## config.mk

```make
export PLATFORM = sky130hd
export DESIGN_NAME = xor_write_scheduler_flat
export DESIGN_NICKNAME = d
export VERILOG_FILES = /design/src/rtl/xor_write_scheduler_pkg.sv /design/src/rtl/xor_write_scheduler_if.sv /design/src/rtl/xor_write_scheduler_rr_lane_allocator.sv /design/src/rtl/xor_write_scheduler.sv /design/src/flat_wrapper.sv
export SDC_FILE = /design/constraint.sdc
export NUM_CORES = 2
export LEC_CHECK = 0
export CORE_AREA = 2 2 498 500
export CTS_CLUSTER_SIZE = 10
export DETAILED_ROUTE_END_ITERATION = 16
export DIE_AREA = 0 0 500 502
export SLEW_MARGIN = 20
export SYNTH_ARGS = -nofsm -noshare
export SYNTH_HDL_FRONTEND = slang
export SYNTH_SLANG_ARGS = --single-unit
```

## constraint.sdc

```tcl
create_clock -name clk -period 19.6 [get_ports clk]
set_input_delay 2.94 -clock clk [delete_from_list [all_inputs] [get_ports clk]]
set_output_delay 2.94 -clock clk [all_outputs]
set_load 0.1 [all_outputs]
```

## src/rtl/xor_write_scheduler_pkg.sv

```systemverilog
// ---------------------------------------------------------------------------
// xor_write_scheduler_pkg
// Shared constants, types and helpers for the XOR row-update write scheduler.
//   NUM_MUL      : update lanes (replicas), maximum grants per cycle
//   NUM_WR       : write requester ports
//   INDEX_WIDTH  : row index width
//   DATA_WIDTH   : write data width per port
//   lane_onehot(): lane number -> one-hot lane select
// ---------------------------------------------------------------------------
package xor_write_scheduler_pkg;

    localparam int NUM_MUL     = 4;
    localparam int NUM_WR      = 8;
    localparam int INDEX_WIDTH = 12;
    localparam int DATA_WIDTH  = 64;

    localparam int LANE_W  = (NUM_MUL > 1) ? $clog2(NUM_MUL) : 1;
    localparam int PTR_W   = (NUM_WR > 1) ? $clog2(NUM_WR) : 1;
    localparam int COUNT_W = $clog2(NUM_MUL + 1);

    typedef logic [INDEX_WIDTH-1:0] index_t;
    typedef logic [DATA_WIDTH-1:0]  data_t;
    typedef logic [LANE_W-1:0]      lane_t;
    typedef logic [PTR_W-1:0]       ptr_t;
    typedef logic [COUNT_W-1:0]     count_t;

    function automatic logic [NUM_MUL-1:0] lane_onehot(input lane_t lane);
        logic [NUM_MUL-1:0] oh;
        oh       = '0;
        oh[lane] = 1'b1;
        return oh;
    endfunction

endpackage

```

## src/rtl/xor_write_scheduler_if.sv

```systemverilog
// ---------------------------------------------------------------------------
// xor_write_scheduler_if
// Request side and row-update-pipeline side bundle of the write scheduler.
//   wr_req_valid/ready/index/data : per-port write request handshake
//   hold_off                      : suppresses all grants while high
//   write_reg_0_valid/index       : registered grant valid and index per port
//   arbiter_result                : registered one-hot lane select per port
//   write_data_out                : registered data of granted ports
//   grant_count                   : registered number of grants this cycle
// master = requester/consumer side, slave = scheduler.
// ---------------------------------------------------------------------------
interface xor_write_scheduler_if;
    import xor_write_scheduler_pkg::*;

    logic [NUM_WR-1:0]             wr_req_valid;
    logic [NUM_WR-1:0]             wr_req_ready;
    logic [NUM_WR*INDEX_WIDTH-1:0] wr_req_index;
    logic [NUM_WR*DATA_WIDTH-1:0]  wr_req_data;
    logic                          hold_off;
    logic [NUM_WR-1:0]             write_reg_0_valid;
    logic [NUM_WR*INDEX_WIDTH-1:0] write_reg_0_index;
    logic [NUM_WR*NUM_MUL-1:0]     arbiter_result;
    logic [NUM_WR*DATA_WIDTH-1:0]  write_data_out;
    count_t                        grant_count;

    modport master (
        output wr_req_valid, wr_req_index, wr_req_data, hold_off,
        input  wr_req_ready, write_reg_0_valid, write_reg_0_index,
               arbiter_result, write_data_out, grant_count
    );

    modport slave (
        input  wr_req_valid, wr_req_index, wr_req_data, hold_off,
        output wr_req_ready, write_reg_0_valid, write_reg_0_index,
               arbiter_result, write_data_out, grant_count
    );

endinterface

```

## src/rtl/xor_write_scheduler_rr_lane_allocator.sv

```systemverilog
// ---------------------------------------------------------------------------
// rr_lane_allocator
// Combinational round-robin scan over the holding slots. Starting at rr_ptr,
// each occupied slot whose index differs from all indices already granted
// this cycle takes the next free lane, until NUM_MUL lanes are used.
//   rr_ptr_i   : first port to scan
//   hv_i       : slot occupied flags
//   hidx_i     : slot indices
//   hold_off_i : blocks all grants
//   grant_o    : per-port grant this cycle
//   lane_o     : lane number of each granted port (0 for ungranted)
//   count_o    : number of grants
//   last_o     : last granted port in scan order
//   any_o      : at least one grant
// ---------------------------------------------------------------------------
module rr_lane_allocator
    import xor_write_scheduler_pkg::*;
(
    input  ptr_t              rr_ptr_i,
    input  logic [NUM_WR-1:0] hv_i,
    input  index_t            hidx_i [NUM_WR],
    input  logic              hold_off_i,
    output logic [NUM_WR-1:0] grant_o,
    output lane_t             lane_o [NUM_WR],
    output count_t            count_o,
    output ptr_t              last_o,
    output logic              any_o
);

    logic [NUM_WR-1:0] grant;
    int                cnt;
    int                scan;
    ptr_t              p;
    ptr_t              last;
    logic              clash;

    // NOTE: blocking assignments here are deliberate: the scan reads back
    // grant/cnt updated earlier in the same pass, which only works as
    // ordered combinational evaluation.
    always_comb begin
        grant = '0;
        cnt   = 0;
        scan  = 0;
        p     = '0;
        clash = 1'b0;
        last  = rr_ptr_i;
        for (int i = 0; i < NUM_WR; i++) begin
            lane_o[i] = '0;
        end
        for (int k = 0; k < NUM_WR; k++) begin
            scan = (int'(rr_ptr_i) + k) % NUM_WR;
            p    = ptr_t'(scan);
            if (!hold_off_i && (cnt < NUM_MUL) && hv_i[p]) begin
                // Two lanes writing the same row in one cycle would race in
                // the update pipeline; the later port waits instead.
                clash = 1'b0;
                for (int j = 0; j < NUM_WR; j++) begin
                    if (grant[j] && (hidx_i[j] == hidx_i[p])) begin
                        clash = 1'b1;
                    end
                end
                if (!clash) begin
                    grant[p]  = 1'b1;
                    lane_o[p] = lane_t'(cnt);
                    cnt       = cnt + 1;
                    last      = p;
                end
            end
        end
        grant_o = grant;
        count_o = count_t'(cnt);
        last_o  = last;
        any_o   = |grant;
    end

endmodule

```

## src/rtl/xor_write_scheduler.sv

```systemverilog
// ---------------------------------------------------------------------------
// xor_write_scheduler
// Front-end controller for the row update datapath. Each requester port has a
// one-entry holding slot; occupied slots are granted onto the NUM_MUL replica
// lanes by rr_lane_allocator and the grants are registered toward the 3-stage
// row update pipeline.
//   clk   : clock
//   reset : asynchronous active-low reset
//   bus   : request handshake and registered grant outputs (slave side)
// ---------------------------------------------------------------------------
module xor_write_scheduler
    import xor_write_scheduler_pkg::*;
(
    input  logic                 clk,
    input  logic                 reset,
    xor_write_scheduler_if.slave bus
);

    // Holding slots
    logic [NUM_WR-1:0] hv_q, hv_d;
    index_t            hidx_q  [NUM_WR];
    index_t            hidx_d  [NUM_WR];
    data_t             hdata_q [NUM_WR];
    data_t             hdata_d [NUM_WR];
    ptr_t              rr_ptr_q, rr_ptr_d;

    // Allocator results
    logic [NUM_WR-1:0] grant_now;
    lane_t             lane [NUM_WR];
    count_t            grant_cnt;
    ptr_t              last_port;
    logic              any_grant;

    logic [NUM_WR-1:0] ready;
    logic [NUM_WR-1:0] accept;

    // Output registers
    logic [NUM_WR-1:0]             valid_q, valid_d;
    logic [NUM_WR*INDEX_WIDTH-1:0] index_q, index_d;
    logic [NUM_WR*NUM_MUL-1:0]     arb_q, arb_d;
    logic [NUM_WR*DATA_WIDTH-1:0]  data_q, data_d;
    count_t                        count_q, count_d;

    rr_lane_allocator u_alloc (
        .rr_ptr_i   (rr_ptr_q),
        .hv_i       (hv_q),
        .hidx_i     (hidx_q),
        .hold_off_i (bus.hold_off),
        .grant_o    (grant_now),
        .lane_o     (lane),
        .count_o    (grant_cnt),
        .last_o     (last_port),
        .any_o      (any_grant)
    );

    // A slot being granted this cycle frees up at the same edge, so it can
    // take a new request without a bubble.
    assign ready            = ~hv_q | grant_now;
    assign accept           = bus.wr_req_valid & ready;
    assign bus.wr_req_ready = ready;

    // NOTE: every output of this block is given a default before any
    // conditional assignment, so no path leaves a value held (no latch).
    always_comb begin
        hv_d     = accept | (hv_q & ~grant_now);
        rr_ptr_d = rr_ptr_q;
        valid_d  = grant_now;
        index_d  = '0;
        arb_d    = '0;
        data_d   = '0;
        count_d  = grant_cnt;
        for (int i = 0; i < NUM_WR; i++) begin
            hidx_d[i]  = hidx_q[i];
            hdata_d[i] = hdata_q[i];
            if (accept[i]) begin
                hidx_d[i]  = bus.wr_req_index[i*INDEX_WIDTH +: INDEX_WIDTH];
                hdata_d[i] = bus.wr_req_data[i*DATA_WIDTH +: DATA_WIDTH];
            end
            // Outputs take the old slot contents even when a new request
            // replaces the slot on the same edge.
            if (grant_now[i]) begin
                index_d[i*INDEX_WIDTH +: INDEX_WIDTH] = hidx_q[i];
                arb_d[i*NUM_MUL +: NUM_MUL]           = lane_onehot(lane[i]);
                data_d[i*DATA_WIDTH +: DATA_WIDTH]    = hdata_q[i];
            end
        end
        if (any_grant) begin
            rr_ptr_d = (last_port == ptr_t'(NUM_WR - 1)) ? '0 : last_port + ptr_t'(1);
        end
    end

    always_ff @(posedge clk or negedge reset) begin
        if (!reset) begin
            hv_q     <= '0;
            rr_ptr_q <= '0;
            valid_q  <= '0;
            index_q  <= '0;
            arb_q    <= '0;
            data_q   <= '0;
            count_q  <= '0;
        end else begin
            hv_q     <= hv_d;
            rr_ptr_q <= rr_ptr_d;
            valid_q  <= valid_d;
            index_q  <= index_d;
            arb_q    <= arb_d;
            data_q   <= data_d;
            count_q  <= count_d;
        end
    end

    // NOTE: slot payload is not reset; it is only ever observed while hv_q
    // marks the slot occupied, and hv_q itself is reset.
    always_ff @(posedge clk) begin
        for (int i = 0; i < NUM_WR; i++) begin
            hidx_q[i]  <= hidx_d[i];
            hdata_q[i] <= hdata_d[i];
        end
    end

    assign bus.write_reg_0_valid = valid_q;
    assign bus.write_reg_0_index = index_q;
    assign bus.arbiter_result    = arb_q;
    assign bus.write_data_out    = data_q;
    assign bus.grant_count       = count_q;

endmodule

```

## src/flat_wrapper.sv

```systemverilog
// flat-port wrapper written by rule: the top's interface ports become plain ports
module xor_write_scheduler_flat import xor_write_scheduler_pkg::*;
  (clk, reset, bus_wr_req_valid, bus_wr_req_index, bus_wr_req_data, bus_hold_off, bus_wr_req_ready, bus_write_reg_0_valid, bus_write_reg_0_index, bus_arbiter_result, bus_write_data_out, bus_grant_count);
  xor_write_scheduler_if bus_i ();
  input  logic clk;
  input  logic reset;
  input wire logic [$bits(bus_i.wr_req_valid)-1:0] bus_wr_req_valid;
  input wire logic [$bits(bus_i.wr_req_index)-1:0] bus_wr_req_index;
  input wire logic [$bits(bus_i.wr_req_data)-1:0] bus_wr_req_data;
  input wire logic [$bits(bus_i.hold_off)-1:0] bus_hold_off;
  output wire logic [$bits(bus_i.wr_req_ready)-1:0] bus_wr_req_ready;
  output wire logic [$bits(bus_i.write_reg_0_valid)-1:0] bus_write_reg_0_valid;
  output wire logic [$bits(bus_i.write_reg_0_index)-1:0] bus_write_reg_0_index;
  output wire logic [$bits(bus_i.arbiter_result)-1:0] bus_arbiter_result;
  output wire logic [$bits(bus_i.write_data_out)-1:0] bus_write_data_out;
  output wire logic [$bits(bus_i.grant_count)-1:0] bus_grant_count;
  assign bus_i.wr_req_valid = bus_wr_req_valid;
  assign bus_i.wr_req_index = bus_wr_req_index;
  assign bus_i.wr_req_data = bus_wr_req_data;
  assign bus_i.hold_off = bus_hold_off;
  assign bus_wr_req_ready = bus_i.wr_req_ready;
  assign bus_write_reg_0_valid = bus_i.write_reg_0_valid;
  assign bus_write_reg_0_index = bus_i.write_reg_0_index;
  assign bus_arbiter_result = bus_i.arbiter_result;
  assign bus_write_data_out = bus_i.write_data_out;
  assign bus_grant_count = bus_i.grant_count;
  xor_write_scheduler u_core (.clk(clk), .reset(reset), .bus(bus_i));
endmodule
```

# [Yosys cells after proc, flatten, opt, wreduce, memory -nomap -nowiden]
# Memory sizes are Yosys's and may differ from the RTL's.
# Cells that the tools add are included.
[totals] regBits=758 ram_bits=512 in_bits=619 output_inout_bits=659 elab_cells=501 mem_count=1
[memory_table] memory="u_core.hdata_q" depth=8 width=64 rd=8 rd_ports_with_merged_regs=0 write_ports=8 line_no="xor_write_scheduler.sv:23" rtl="data_t hdata_q [NUM_WR];"
[op_classes] n_addsub=15 n_lt_le_gt_ge=53 n_eq_ne=57 mux=243 n_bitwise=21 reduce_logical=96
[ops] cell="2-to-1 mux 64 bit" n=16
[ops] cell="equality test 12 bit" n=56
[ops] cell="2-to-1 mux 32 bit" n=10
[ops] cell="2-to-1 mux 12 bit" n=22
[ops] cell="binary-select mux 12 bit (select 3 bit)" n=7
[ops] cell="2-to-1 mux 16 bit" n=14
[ops] cell="< comparator 32 x 4 -> 1 bit, second input constant" n=6
[ops] cell="adder 32 x 2 -> 32 bit, second input constant" n=5
[ops] cell="2-to-1 mux 8 bit" n=15
[ops] cell="bitwise mux 16 bit" n=6
[ops] cell="logical AND 1 bit" n=94
[ops] cell="2-to-1 mux 1 bit" n=88
[ops] cell="OR 8 bit" n=9
[ops] cell="2-to-1 mux 3 bit" n=17
[ops] cell="demux 2 bit (select 3 bit)" n=7
[ops] cell="< comparator 3 x 4 -> 1 bit, second input constant" n=8
[ops] cell="2-to-1 mux 4 bit" n=8
[ops] cell=">= comparator 4 bit, second input constant" n=7
[ops] cell="< comparator 4 x 1 -> 1 bit, second input constant" n=7
[ops] cell="inverter 3 -> 4 bit" n=7
[ops] cell="binary-select mux 1 bit (select 3 bit)" n=8
[ops] cell="demux 1 bit (select 3 bit)" n=8
[ops] cell=">= comparator 3 x 1 -> 1 bit, second input constant" n=8
[ops] cell="< comparator 2 x 3 -> 1 bit, second input constant" n=8
[ops] cell="other kinds (14)" n=44

# [Depth between registers and ports, before layout]
[logic_depth] word_depth=95 mapped_depth=54 mapped_depth_nobuf=39

# [Modules after synthesis]
# Synthesis repeated with hierarchy kept, for this count alone.
[unflattened] cells_unflattened=4342 area_unflattened_um2=57946.8
[modules_own_cells] module="xor_write_scheduler" n_inst=1 cells_per_inst=2012 area_each_um2=39420.3 seq_area_each_um2=34823.4
[modules_own_cells] module="rr_lane_allocator" n_inst=1 cells_per_inst=2330 area_each_um2=18526.5 seq_area_each_um2=0.0

# [Worst setup path after synthesis]
# OpenSTA, ideal clock, no wires.
[synth_path] kind="register -> register" startpoint="reg u_core.rr_ptr_q[0] (netlist name)" endpoint="mem u_core.hdata_q[1][192] (netlist name) (enable)" setup_time_ns=0.627 arrival_ns=15.921 required_ns=18.973 slack_ns=3.052 path_stages_with_launch=50 path_buffers=16 period_less_slack_ns=16.548 path_cell_list="dfrtp_1 -> buf_6 -> inv_2 -> buf_1 -> buf_1 -> buf_2 -> buf_4 -> clkbuf_1 -> ha_1 -> buf_4 -> buf_6 -> buf_6 -> buf_4 -> buf_4 -> buf_2 -> mux4_2 -> xnor2_1 -> nor2_1 -> [... 14 more ...] -> nand2_1 -> o21ai_1 -> inv_1 -> ha_1 -> nor4b_1 -> o31a_1 -> nand2_1 -> buf_4 -> mux2_2 -> ha_1 -> nor2_1 -> nor3_2 -> nand2b_1 -> buf_6 -> o211ai_2 -> buf_2 -> inv_1 -> a21boi_0"
[synth_rtl] element="end: declaration" line_no="xor_write_scheduler.sv:23"

# [Final worst setup path]
[layout_path] startpoint="reg u_core.rr_ptr_q[0]" endpoint="out bus_wr_req_ready[6]"
[layout_between] elab_chain_cells=91 word_cells_on_any_way=330 classes_between="add/sub: 13; order compare: 23; eq/ne: 56; mux: 144; bitwise: 15; reduce/logical: 79"
[layout_rtl] element="start: declaration" line_no="xor_write_scheduler.sv:25" rtl="ptr_t rr_ptr_q, rr_ptr_d;"
[layout_rtl] element="start signal: assignment" line_no="xor_write_scheduler.sv:103" rtl="rr_ptr_q <= rr_ptr_d;"
[layout_rtl] element="adder 3 x 1 -> 3 bit" line_no="xor_write_scheduler_rr_lane_allocator.sv:51" rtl="scan = (int'(rr_ptr_i) + k) % NUM_WR;"
[layout_rtl] element="inverter 3 -> 4 bit (implied by the code)" line_no="xor_write_scheduler_rr_lane_allocator.sv:58" rtl="if (grant[j] && (hidx_i[j] == hidx_i[p])) begin"
[layout_rtl] element="binary-select mux 12 bit (select 3 bit)" line_no="xor_write_scheduler_rr_lane_allocator.sv:58"
[layout_rtl] element="2-to-1 mux 12 bit (implied by the code) (2 in series)" line_no="xor_write_scheduler_rr_lane_allocator.sv:58"
[layout_rtl] element="equality test 12 bit" line_no="xor_write_scheduler_rr_lane_allocator.sv:58"
[layout_rtl] element="logical AND 1 bit" line_no="xor_write_scheduler_rr_lane_allocator.sv:58"
[layout_rtl] element="2-to-1 mux 1 bit (8 in series)" line_no="xor_write_scheduler_rr_lane_allocator.sv:58"
[layout_rtl] element="2-to-1 mux 1 bit" line_no="xor_write_scheduler_rr_lane_allocator.sv:53" rtl="if (!hold_off_i && (cnt < NUM_MUL) && hv_i[p]) begin"
[layout_rtl] element="[... 60 more ...]"
[layout_rtl] element="2-to-1 mux 8 bit" line_no="xor_write_scheduler_rr_lane_allocator.sv:62" rtl="if (!clash) begin"
[layout_rtl] element="2-to-1 mux 8 bit" line_no="xor_write_scheduler_rr_lane_allocator.sv:53"
[layout_rtl] element="logical AND 1 bit" line_no="xor_write_scheduler_rr_lane_allocator.sv:58"
[layout_rtl] element="2-to-1 mux 1 bit (8 in series)" line_no="xor_write_scheduler_rr_lane_allocator.sv:58"
[layout_rtl] element="2-to-1 mux 1 bit" line_no="xor_write_scheduler_rr_lane_allocator.sv:53"
[layout_rtl] element="2-to-1 mux 8 bit" line_no="xor_write_scheduler_rr_lane_allocator.sv:62"
[layout_rtl] element="2-to-1 mux 8 bit *" line_no="xor_write_scheduler_rr_lane_allocator.sv:53"
[layout_rtl] element="OR 8 bit *" line_no="xor_write_scheduler.sv:58" rtl="assign ready = ~hv_q | grant_now;"
[layout_rtl] element="end: declaration" line_no="flat_wrapper.sv:11" rtl="output wire logic [$bits(bus_i.wr_req_ready)-1:0] bus_wr_req_ready;"
# Every way passes the cells marked *; elsewhere a longest branch is shown, timed or not. The select of a mux whose other input is x is not followed.

==> metrics.sh <==
DIE_W_UM=500
GRT_START_MAX_NET_PINS=133
ROUTED_WL_UM=293000
SYNTH_AREA_LEADER_CELL='edfxtp_1'
ENDPOINT_KIND='output port'
WIRE_PER_INST_UM=31.9
IO_COUNT=1278
LAYOUT-DRIVE-GT1-SHARE_PCT=12.8
SYNTH_SEQUENTIAL_AREA_RATIO_PCT=58.7
WORSTHOLDPATHTYPE='register to register'
RESULT_OF_THE_RUN='finished clean'
ANT_NETS=0
ROOT_BUFFER='clkbuf_16'
YOSYSMOSTFREQUENTCELL='dfrtp_1'
SYNTH.FF_LATCH_COUNT=1270
POSTSYNTH.ASYNCRESETSHARE_PCT=52.1
IO_BUFFERS=1277
FP.DIEAREA_UM2=251000
CRITICAL_PATH.N_BUFFERS_INVERTERS=8
GRTUSAGETOTAL_PCT=22.5
SYNTH_TOP_AREA_SHARE_PCT=30.8
R2R_START='u_core.rr_ptr_q[0]$_DFFE_PN0P_'
CRITICAL_PATH_REQUIRED_NS=16.66
WORST_SLEW_PIN_SLEW_NS=1.32
CTS.CLK_SLEW.WORST_PATHS_NS=0.06
PLACE.DETAILED.HPWL_UM=207000
YS_TYPES=120
H_TREE_LEVELS=4
SYN_AVG_CELL_AREA_UM2=13.1
WORST-PATH-STAGES=38
FLOORPLAN.INITIALDENSITY_PCT=24.2
TIMING.FINAL.HOLD_VIOLATIONS=0
GRT_SETUP_UNREPAIRED='no'
YOSYS_MOST_USED_DFF='dfrtp_1'
REMAINING_DRC_ERRORS=0
MAX-CLOCK-PATH-BUFFERS=3
SETUP-TNS-FINAL_NS=0
CTSRESIZECOUNT=0
CRITPATHLAUNCH='u_core.rr_ptr_q[0]$_DFFE_PN0P_'
CTS_INSERTED_BUFFERS=156
TIMING.FINAL.SETUP_VIOLATIONS=0
FIRST_GLOBAL_VIAS=46400
SYN-NUM-NETS=5164
SETUP.REG_TO_REG.WORST_SLACK_NS=5.80
LARGEST_CELLS_BY_AREA_AFTER_SYNTHESIS='edfxtp_1, dfrtp_1, xnor2_1'
GRT_ANTENNA_BEFORE_REPAIR=69
SETUP.WORST_PATH.END='bus_wr_req_ready[6]'
CTS_TREE='yes'
MAXCAPVIOLATIONS=0
TIMING.SLEW.HEADROOM_PCT=11.2
GP_ROUTABILITY_CONGESTION=1.03
ROWS=182
SYN_INST=4530
HOLD_WORST_SLACK_NS=0.412
CLKLATENCYLATEPIN_NS=0.83
POST_SYNTH_MOST_FREQUENT_CELLS='dfrtp_1, edfxtp_1, xnor2_1'
POSTCTSSETUPBUFFERS=0
VIAS=46200
POSTCTSHOLDBUFS=0
PLACEABLECOREAREA_UM2=245000
REG2REG_DEPTH=40
STARTPOINT_OF_THE_MOST_CRITICAL_HOLD_PATH='u_core.hdata_q[1][20]$_DFFE_PP_'
CRITPATHTOPFAMILY='simple AND/OR/NAND/NOR gates'
LAYOUT_WORST_PATH_CYCLE_SHARE_PCT=84.0
CRITPATHLAUNCHTYPE='register'
DIE-HEIGHT_UM=502
RR_ENDPOINT='u_core.hdata_q[1][20]$_DFFE_PP_'
SLEW_VIOLATIONS=0
INITIAL_DRC_COUNT=5807
GRT_UTIL_MET1_PCT=26.7
CRIT_ARRIVAL_NS=13.53
CPMAXSTAGEDELAYCELL='dfrtp_4'
POST_SYNTH_INSTANCE_AREA_UM2=59400
CPPEAKSTAGEDELAY_NS=0.91
GROUTE.LAYER.MET2.USAGE_PCT=34.5
FIN_SKEW_NS=0.0709
TIMING.SETUP.CRITICAL_PATH_CLASS='register to output port'
ROUTE.DETAILED.VIAS_PER_INST=5.03
AREAGROWTHSYNTHTOFINISH_PCT=36.3
SYNTH_EDF_COUNT=608
FIRST_PASS_ITERS=8
PATH_MAX_FANOUT=58
FIRST_PASS_GRT_WIRE_LENGTH_UM=393000
BUSIEST_LAYER='met2'
GRT_UTIL_MET3_PCT=9.96
MAX_CLOCK_FREQ_MHz=60.7
GRT_REMAINING_OVERFLOW=0
FINISH.NET_COUNT=6445
YS.WARNINGS.COUNT=0
NUMCLOCKSINKS=1270
MIN_PERIOD_NS=16.47
==> registers in the layout, summed over array words and instances, names as in the netlist <==
| name | count |
|---|---|
| u_core.bus.grant_count | 3 |
| u_core.bus.write_data_out | 512 |
| u_core.bus.arbiter_result | 32 |
| u_core.rr_ptr_q | 3 |
| u_core.hv_q | 8 |
| u_core.bus.write_reg_0_valid | 8 |
| u_core.bus.write_reg_0_index | 96 |
| u_core.hdata_q | 512 |
| u_core.hidx_q | 96 |
==> metrics by stage <==
step                      utilization, %  area (um2)  cells  setup WS (ns)
after detailed placement            30.9       75900   8873           3.70
after CTS                           33.0       80800   9162           3.33
final                               33.0       80900   9186           3.13
after global placement              30.9       75900   8873           3.72
after global routing                33.0       80800   9165           2.30
after floorplan                        -       59400   4530           3.05
==> area by class of cell <==
cell class	count	area, um2
antenna	24	60.1
clock buffer	254	4360
clock inverter	35	576
fill	24300	164000
inverter	45	169
multi-input combinational	2867	22900
sequential	1270	34800
tap	3220	4030
timing repair buffer	1471	14000
==> how the worst min path moves through the flow <==
stage / cells after the start / to / slack (ns)
2_1_floorplan: 1 / u_core.bus.write_data_out[384]$_DFF_PN0_ / 0.43
3_3_place_gp: 1 / u_core.bus.write_data_out[214]$_DFF_PN0_ / 0.43
3_5_place_dp: 1 / u_core.bus.write_data_out[498]$_DFF_PN0_ / 0.43
4_1_cts: 1 / u_core.bus.write_data_out[363]$_DFF_PN0_ / 0.41
5_1_grt: 1 / u_core.bus.write_data_out[386]$_DFF_PN0_ / 0.43
6_report: 1 / u_core.bus.write_data_out[276]$_DFF_PN0_ / 0.41
==> layout by cell type (no fill, tap or decap), types with 125 or more instances in the layout <==
| master | netlist | layout |
|---|---|---|
| edfxtp_1 | 608 | 608 |
| nand2_1 | 125 | 125 |
| dfrtp_1 | 662 | 660 |
| clkdlybuf4s50_1 | 0 | 1147 |
| mux2i_1 | 154 | 145 |
| and2_1 | 549 | 546 |
| clkbuf_16 | 0 | 156 |
| xor2_1 | 201 | 200 |
| xnor2_1 | 579 | 577 |
| buf_4 | 22 | 314 |
==> cells by family after synthesis <==
family                     after synthesis  synth area share, %
AOI/OAI and AO/OA                      403                 4.96
DFF                                   1270                 58.7
xor gates and xnor gates               783                 11.6
adders and majority gates               15                0.316
and+or+nand+nor                       1352                 13.2
buffers and inverters                  393                 3.18
muxes                                  314                 8.13
==> layer usage <==
layer | wire length, um | vias to the layer above
met5 | 466 | -
met4 | 17700 | 60
met3 | 38500 | 1027
met2 | 129000 | 3600
met1 | 107000 | 22900
li1 | - | 18600
Power is left out: the tool's default activity adds up to more than one toggle a clock period on the data nets, which glitch-free logic cannot reach.
